[src/rtl/trace_pkg.sv]
// rtl/trace_pkg.sv - shared constants, status word layout and FSM state type for the trace scheduler
package trace_pkg;

   localparam int FRAME_W = 128;
   localparam logic [15:0] STATUS_MARKER = 16'hA5A5;

   localparam int ST_MARKER_LSB = 112;
   localparam int ST_FRAMES_LSB = 96;
   localparam int ST_LOST_LSB   = 80;
   localparam int ST_FLAGS_LSB  = 64;

   typedef enum logic [1:0] {
      IDLE,
      SEND_FRAME,
      SEND_STATUS
   } schedState_e;

   function automatic logic [FRAME_W-1:0] buildStatus(input logic [15:0] frames,
                                                      input logic [15:0] lost,
                                                      input logic        ovf,
                                                      input logic [1:0]  busWidth);
      logic [FRAME_W-1:0] word;
      word = '0;
      word[ST_MARKER_LSB +: 16] = STATUS_MARKER;
      word[ST_FRAMES_LSB +: 16] = frames;
      word[ST_LOST_LSB +: 16]   = lost;
      word[ST_FLAGS_LSB +: 3]   = {ovf, busWidth};
      return word;
   endfunction

endpackage

[src/rtl/trace_toggle_sync.sv]
// rtl/trace_toggle_sync.sv - synchronises the FrAvail toggle into clk and emits a one-cycle capture pulse
module trace_toggle_sync #(
   parameter int SYNC_STAGES = 2
) (
   input  logic clk,
   input  logic rst,
   input  logic toggleIn,
   output logic capture
);

   logic [SYNC_STAGES-1:0] syncChain;
   logic                   synced;
   logic                   lastSynced;
   logic                   armed;

   if (SYNC_STAGES < 2) begin : gSyncCheck
      $error("SYNC_STAGES must be at least 2");
   end

   // The chain keeps sampling through reset so a level held across release is already settled.
   always_ff @(posedge clk) begin
      syncChain <= {syncChain[SYNC_STAGES-2:0], toggleIn};
   end

   assign synced = syncChain[SYNC_STAGES-1];

   always_ff @(posedge clk) begin
      if (rst) begin
         lastSynced <= 1'b0;
         armed      <= 1'b0;
      end else begin
         lastSynced <= synced;
         armed      <= 1'b1;
      end
   end

   assign capture = armed & (synced ^ lastSynced);

endmodule

[src/rtl/trace_frame_scheduler.sv]
// rtl/trace_frame_scheduler.sv - buffers trace frames and shares the output link with status packets (TRACE_HEARTBEAT_EN)
module trace_frame_scheduler
   import trace_pkg::*;
#(
   parameter int DEPTH_LOG2  = 3,
   parameter int SYNC_STAGES = 2,
   parameter int HB_PERIOD   = 2**20
) (
   input  logic               clk,
   input  logic               rst,
   input  logic               FrAvail,
   input  logic [FRAME_W-1:0] Frame,
   input  logic [1:0]         width,
   input  logic               clrStats,
   input  logic               DataReady,
   output logic               DataVal,
   output logic [FRAME_W-1:0] Data,
   output logic               DataIsStatus,
   output logic               overflow,
   output logic [15:0]        frameCount,
   output logic [15:0]        lostCount
);

   localparam int DEPTH = 1 << DEPTH_LOG2;
   localparam int PW    = DEPTH_LOG2 + 1;

   logic [FRAME_W-1:0] fifoMem [DEPTH];
   logic [PW-1:0]      wrPtr, rdPtr, candPtr;
   logic               capture, full, pop, wrEn, drop, load, candEmpty;
   logic               statusPending, statusAccept;
   logic [FRAME_W-1:0] statusWord, dataNext;
   schedState_e        state, stateNext;

   if (HB_PERIOD < 4) begin : gHbCheck
      $error("HB_PERIOD must be at least 4");
   end

   trace_toggle_sync #(.SYNC_STAGES(SYNC_STAGES)) uSync (
      .clk      (clk),
      .rst      (rst),
      .toggleIn (FrAvail),
      .capture  (capture)
   );

   // The presented frame stays at the FIFO head until accepted, so it still occupies a slot.
   assign full         = (wrPtr - rdPtr) == PW'(DEPTH);
   assign pop          = (state == SEND_FRAME) && DataReady;
   assign statusAccept = (state == SEND_STATUS) && DataReady;
   assign wrEn         = capture && (!full || pop);
   assign drop         = capture && full && !pop;
   assign load         = (state == IDLE) || pop || statusAccept;
   assign candPtr      = rdPtr + PW'(pop);
   assign candEmpty    = (candPtr == wrPtr);
   assign statusWord   = buildStatus(frameCount, lostCount, overflow, width);
   assign DataVal      = (state != IDLE);

   always_comb begin
      stateNext = state;
      dataNext  = Data;
      if (load) begin
         if (statusPending && !statusAccept) begin
            stateNext = SEND_STATUS;
            dataNext  = statusWord;
         end else if (!candEmpty) begin
            stateNext = SEND_FRAME;
            dataNext  = fifoMem[candPtr[PW-2:0]];
         end else begin
            stateNext = IDLE;
         end
      end
   end

   always_ff @(posedge clk) begin
      if (wrEn) begin
         fifoMem[wrPtr[PW-2:0]] <= Frame;
      end
   end

   always_ff @(posedge clk) begin
      if (rst) begin
         state      <= IDLE;
         Data       <= '0;
         wrPtr      <= '0;
         rdPtr      <= '0;
         frameCount <= '0;
         lostCount  <= '0;
         overflow   <= 1'b0;
      end else begin
         state <= stateNext;
         Data  <= dataNext;
         if (wrEn) wrPtr <= wrPtr + 1'b1;
         if (pop)  rdPtr <= rdPtr + 1'b1;
         // A clear in the same cycle as an event wins and the event goes uncounted.
         if (clrStats) begin
            frameCount <= '0;
            lostCount  <= '0;
            overflow   <= 1'b0;
         end else begin
            if (wrEn) frameCount <= frameCount + 16'd1;
            if (drop) begin
               overflow <= 1'b1;
               if (lostCount != 16'hFFFF) lostCount <= lostCount + 16'd1;
            end
         end
      end
   end

`ifdef TRACE_HEARTBEAT_EN
   localparam int HB_W = $clog2(HB_PERIOD);

   logic [HB_W-1:0] hbCount;
   logic            hbWrap;

   assign hbWrap = (hbCount == HB_W'(HB_PERIOD - 1));

   // A wrap while a status is still pending merges into that one packet.
   always_ff @(posedge clk) begin
      if (rst) begin
         hbCount       <= '0;
         statusPending <= 1'b0;
      end else begin
         hbCount <= hbWrap ? '0 : hbCount + 1'b1;
         if (hbWrap) begin
            statusPending <= 1'b1;
         end else if (statusAccept) begin
            statusPending <= 1'b0;
         end
      end
   end

   assign DataIsStatus = (state == SEND_STATUS);
`else
   assign statusPending = 1'b0;
   assign DataIsStatus  = 1'b0;
`endif

endmodule
[config.mk]
export PLATFORM = sky130hd
export DESIGN_NAME = trace_frame_scheduler
export DESIGN_NICKNAME = d
export VERILOG_FILES = /design/src/rtl/trace_pkg.sv /design/src/rtl/trace_toggle_sync.sv /design/src/rtl/trace_frame_scheduler.sv
export SDC_FILE = /design/constraint.sdc
export NUM_CORES = 1
export LEC_CHECK = 0
export BUFFER_PORTS_ARGS = -buffer_cell sky130_fd_sc_hd__clkbuf_2
export CORE_MARGIN = 2
export CORE_UTILIZATION = 60
export DETAILED_ROUTE_END_ITERATION = 12
export GPL_TIMING_DRIVEN = 0
export PLACE_DENSITY_LB_ADDON = 0.08
export SKIP_LAST_GASP = 1
export SLEW_MARGIN = 10
export SYNTH_ARGS = -nofsm -noshare
export SYNTH_HDL_FRONTEND = slang
export SYNTH_HIERARCHICAL = 1
export SYNTH_SLANG_ARGS = --single-unit
[constraint.sdc]
create_clock -name clk -period 24.1 [get_ports clk]
set_input_delay 6.025 -clock clk [delete_from_list [all_inputs] [get_ports clk]]
set_output_delay 6.025 -clock clk [all_outputs]
set_load 0.05 [all_outputs]
Word-level counts from Yosys, hierarchy flattened
Memory sizes are Yosys's and may differ from the RTL's. A register that Yosys moved wholly into a read port is not among the register bits.
Index checks and enable logic that the tools add are counted.

word-level totals
  bits in registers = 47
  latch bits = 0
  RAM bits = 1024
  bits in read-only memories = 0
  bits of input ports = 135
  output and inout port bits = 163
  logic and storage cells = 43
  memories = 1

operators by class
  add/subtract/negate cells = 6
  $mul = 0
  divide/modulo/power cells = 0
  $lt $le $gt $ge = 0
  eq/ne operators = 5
  shifts and indexed selects = 0
  muxes and demuxes = 4
  bitwise gates (word level) = 3
  reduce and logical (&&, ||, !) cells = 15

memory list
  name     depth  width  read ports  clocked after Yosys merged registers in  wr ports  line                         RTL
  fifoMem  8      128    1           1                                        1         trace_frame_scheduler.sv:27  logic [FRAME_W-1:0] fifoMem [DEPTH];

operators by type and width
  kind                                                             count
  16-bit by 1-bit adder with 16-bit output, second input constant  2
  16-bit != test, second input constant                            1
  4-bit by 1-bit adder with 4-bit output, second input constant    2
  1-bit logical AND                                                5
  4-bit by 1-bit adder with 4-bit output                           1
  4-bit == test                                                    1
  4-bit == test, second input constant                             1
  1-bit two-way mux                                                4
  2-bit AND reduction                                              2
  4-bit subtractor                                                 1
  1-bit logical OR                                                 3
  2-bit by 1-bit == test with 1-bit output, second input constant  1
  2-bit == test, second input constant                             1
  1-bit zero test                                                  2
  2-bit zero test                                                  1
  2-bit nonzero test                                               1
  2-bit OR reduction                                               1
  1-bit AND                                                        1
  1-bit inverter                                                   1
  1-bit XOR                                                        1

Depth between registers and ports, before layout
  word-level depth = 7
  mapped depth = 12
  depth with buffers taken out = 9

Cells and area by module
The synthesis kept the hierarchy.

by module, submodules not included
  module                 times used  cells each  area each (um^2)  seq. area each (um^2)
  trace_frame_scheduler  1           2455        44460.1           34152.8
  trace_toggle_sync      1           8           105.1             80.1

Least setup slack after synthesis
OpenSTA, ideal clock, no wires.

  path type = input to register
  from = input DataReady
  to = memory fifoMem[4][0], enable pin
  setup time = 0.975 ns
  arrival = 19.672 ns
  data required time = 23.125 ns
  path slack = 3.453 ns
  stages = 4
  buffers on the path = 0
  cell sequence = nand2_1 -> o2111ai_2 -> o21ai_1 -> nor4b_1

between the ends
  word-level cells in the longest chain between the ends = 5

RTL lines
  item                                     line                         RTL
  start, declared                          trace_frame_scheduler.sv:15  input logic DataReady,
  1-bit logical AND                        trace_frame_scheduler.sv:47  assign pop = (state == SEND_FRAME) && DataReady;
  1-bit logical OR                         trace_frame_scheduler.sv:49  assign wrEn = capture && (!full || pop);
  1-bit logical AND                        trace_frame_scheduler.sv:49
  1-bit two-way mux                        trace_frame_scheduler.sv:74  if (wrEn) begin
  1-bit two-way mux (not written as such)  trace_frame_scheduler.sv:75  fifoMem[wrPtr[PW-2:0]] <= Frame;
  end, declared                            trace_frame_scheduler.sv:27

No other way between the ends.

Final worst setup path
  from = input DataReady
  to = register Data[35] (read register of fifoMem)

between the ends
  word-level cells in the longest chain between the ends = 5
  elaborated cells between the ends (all ways) = 8
  classes of those cells = add/sub (1); eq/ne (1); bitwise (1); reduce/logical (5)

RTL lines
  item                                    line                         RTL
  1-bit logical AND *                     trace_frame_scheduler.sv:47
  named net pop                           trace_frame_scheduler.sv:29  logic capture, full, pop, wrEn, drop, load, candEmpty;
  4-bit by 1-bit adder with 4-bit output  trace_frame_scheduler.sv:52  assign candPtr = rdPtr + PW'(pop);
  4-bit == test                           trace_frame_scheduler.sv:53  assign candEmpty = (candPtr == wrPtr);
  1-bit inverter (no source line)         --
  2-bit AND reduction (no source line)    --
  end, declared                           trace_frame_scheduler.sv:17  output logic [FRAME_W-1:0] Data,

The timed path passes the listed nets; every way through them passes the cells marked *.
A chain may end at the register's enable or synchronous reset.

==> implementation parameters <==
Parameter                              Value

Outcome
  Outcome ... completed

Clocking
  Post-cts hold buffer count ... 0
  Post-CTS clock slew at the launch and capture registers of the worst setup and hold paths ... 0.06 ns
  Maximum root-to-sink buffer count ... 3
  H-Tree Level Count ... 3
  Number of cells upsized or downsized after cts ... 0
  TritonCTS buffer count ... 115
  Clock root buffer ... clkbuf_16
  # clock sinks ... 1198
  Clock network latency to the later pin of the worst-skew pair ... 0.68 ns
  Setup repair bufs after CTS ... 0
  CTS tree ... yes

Layout
  Area Overhead vs Synth ... 18.0%
  Post-route cell area ... 0.0526 sq mm
  Layout Nets ... 3176
  Share of the core filled with cells ... 71.9%
  Layout cell share with drive strength beyond 1 ... 25.6%

Logic synthesis
  Synth Area in Simple Gates ... 3.92%
  Multiplexer area fraction after synthesis ... 12.3%
  Total nets after synthesis ... 2607
  Synth area leader ... edfxtp_1
  Mapped Avg Cell Area ... 18.1 sq um
  Dominant combinational cell family by area after synthesis ... multiplexers
  Post-synth top cells ... edfxtp_1 (1024), mux2i_1 (258), dfxtp_1 (174)
  Most area-consuming cells after synthesis ... edfxtp_1 (69%), dfxtp_1 (7.8%), mux4_2 (6.5%), mux2i_1 (5.8%), a211oi_1 (2.2%)
  Post-synthesis sequential element count ... 1198
  Synth warn ... 6
  Post-synthesis sequential area ratio ... 76.8%
  Adder-cell area share of the yosys netlist ... 0.253%
  Synthesized instance count ... 2463
  Post-Synthesis Cell Area ... 0.0446 sq mm
  Count of distinct cell types in the synthesized netlist ... 52
  Xor-xnor portion of the synthesized cell area ... 0.486%
  Fraction of post-synthesis cell area in the top cell type by area ... 69.0%
  Async SR Flop Fraction ... 0%
  Most common cell in the netlist ... edfxtp_1
  Primary FF master, synth ... edfxtp_1
  Area fraction in compound gates after synthesis ... 4.81%
  Number of enable flip-flop cells after synthesis ... 1024

Power
  Internal power ... 3.68 mW
  Cell area power density ... 98.9 mW/mm^2
  Part of the power in the clock network ... 35.6%
  Combinational group share of total power ... 17.9%
  Switching power as a share of total power ... 29.2%
  Relative contribution of sequential cells to total power ... 46.6%
  Leakage power total ... 17.3 nW
  Net Sw Power ... 1.52 mW
  Worst supply voltage drop on vdd ... 0.0000965 V

Timing
  Minimum period implied by the final worst setup slack ... 9.22 ns
  Headroom to the max-slew limit ... 8.23%
  Post-route clock skew ... 0.0248 ns
  Pins over their slew limit ... 0
  Actual slew at the worst max-slew pin ... 1.38 ns
  Final Setup Violations ... 0
  Hold violation total from the final report ... 0
  Ratio of final minimum period to clock period ... 38.3%
  Setup_tns ... 0 ns
  Max Freq ... 108 MHz
  Worst hold slack after final layout ... 0.328 ns
  Unrepaired setup endpoints after global routing ... false

Floorplanning
  Die Span Y ... 277 um
  Die boundary width ... 277 um
  Initial standard-cell utilization of the core ... 60.9%
  Number of top-level pins ... 298
  Std cell rows ... 99
  Core Region ... 0.0732 sq mm
  Die area ... 0.0765 sq mm

Detailed routing
  Number of detailed-routing iterations run before antenna repair ... 6
  Starting DRC count in detailed routing ... 2320
  Number of remaining DRC errors ... 0
  Average wire per cell in the routed design ... 25.7 um
  Routed via count ... 25000
  Total wirelength of the detailed-routed design ... 106000 um
  Remaining antenna violation count after routing ... 0
  DR vias/cell ... 6.10

Placed design
  Weighted congestion reported at the end of routability-driven placement ... 0.795
  # port buffers ... 294
  Total half-perimeter wirelength after legalization and detailed placement ... 70500 um
  Placed instance area ... 0.0487 sq mm

Global route
  Wire length of the first global-routing pass ... 156000 um
  Via count of the first global-routing pass ... 25500
  Global-route usage over all layers ... 27.4%
  Overflow left after global routing ... 0
  Pin count of the biggest net entering global routing ... 22
  Antenna violations before repair ... 19

Worst setup path
  CP startpoint kind ... input port
  Setup slack, reg-to-reg ... 19.11 ns
  Critical path class ... in2reg
  Largest driver fanout on the critical path ... 10
  Worst path arrival time ... 9.81 ns
  Register-to-Register Path Depth ... 14
  Data required time at the worst endpoint ... 24.69 ns
  Terminus of the critical flop-to-flop path ... fifoMem[1][73]
  Crit. Startpoint ... DataReady
  Origin of the critical flop-to-flop path ... wrPtr[0]
  CP Capture Type ... flop

Worst hold path
  HP Class ... reg2reg
  Start point of the worst min-delay path ... uSync/syncChain[0]
  Count of cells along the worst hold path ... 0
  Worst hold path endpoint ... uSync/syncChain[1]

Run
  Maximum Capacitance Violations ... 0
-- registers in the layout, indices dropped and copies added, names as in the netlist --
| signal | count |
|---|---|
| uSync/lastSynced | 1 |
| state | 1 |
| lostCount | 16 |
| wrPtr | 4 |
| uSync/syncChain | 2 |
| overflow | 1 |
| uSync/armed | 1 |
| Data | 128 |
| rdPtr | 4 |
| frameCount | 16 |
| fifoMem | 1024 |
-- final cells by class --
class	count	area [sq um]
Antenna cell	9	22.5
Buffer	155	624
Clock buffer	162	3220
Clock inverter	57	716
Fill cell	4547	20600
Inverter	7	26.3
Multi-Input combinational cell	1103	9730
Sequential cell	1198	34200
Tap cell	959	1200
Timing Repair Buffer	452	2840
-- worst max-delay path by stage --
stage / to / depth (start not counted)
floorplan: fifoMem[4][0] / 4
global placement: fifoMem[4][58] / 5
detailed placement: Data[47] / 11
CTS: Data[35] / 11
global route: Data[118] / 11
finish: Data[35] / 13
-- kinds of logic (layout without fill, tap and decap cells) --
logic type	after synthesis	count (layout)
buffers and inverters	162	833
flip-flops	1198	1198
adder cells (fa/ha/maj)	9	9
other	1	10
multiplexers	386	386
AO/OA/AOI/OAI	313	313
XOR/XNOR	23	23
AND/OR/NAND/NOR	371	371
-- critical path: stages --
cell      delay (ns)
clkbuf_2        0.09
nand2_1         0.14
inv_1           0.14
ha_1            0.24
ha_1            0.28
clkbuf_1        0.15
xor2_1          0.17
nor3_1          0.35
a21bo_2         0.21
clkbuf_1        0.99
clkbuf_1        0.56
a211oi_1        0.20
nor3_1          0.23
-- power by group through the flow --
stage | Sequential (mW) | Clock [mW] | Combinational, mW
after floorplan | 2.76 | 0 | 0.316
after global placement | 2.48 | 0 | 0.895
after detailed placement | 2.46 | 0 | 0.924
after CTS | 2.42 | 1.87 | 0.931
after global routing | 2.43 | 1.95 | 0.982
final | 2.42 | 1.85 | 0.930
-- through the flow --
stage,instances,setup slack [ns],power [mW]
2_1_floorplan,2463,3.45,3.08
3_3_place_gp,3716,-9.92,3.38
3_5_place_dp,3874,14.04,3.39
4_1_cts,4093,14.70,5.22
5_1_grt,4101,14.73,5.37
6_report,4102,14.88,5.20
-- layout by cell type, fill, tap and decap left out, drive strengths merged, types with 4 or more instances in the layout --
| master | n |
|---|---|
| edfxtp | 1024 |
| clkbuf | 554 |
| mux2i | 258 |
| buf | 215 |
| dfxtp | 174 |
| nor2 | 153 |
| nor3 | 138 |
| a211oi | 129 |
| mux4 | 128 |
| o22ai | 128 |
| clkinv | 34 |
| nand2 | 19 |
| bufinv | 16 |
| a21oi | 15 |
| xnor2 | 12 |
| o21ai | 12 |
| or3 | 11 |
| inv | 11 |
| xor2 | 10 |
| nand4 | 10 |
| diode | 9 |
| nand3 | 9 |
| ha | 9 |
| o211ai | 7 |
| nor4 | 6 |
| or4 | 5 |
| o31ai | 4 |
| o21a | 4 |
-- layer usage --
metal	wire length, um	GRT usage, %	vias up
met5	115	0	-
met4	3440	11.2	18
met3	7680	5.04	204
met2	52300	44.8	986
met1	42000	37.0	12700
li1	-	-	11100
Note: power is estimated with default switching activity, not from simulation.
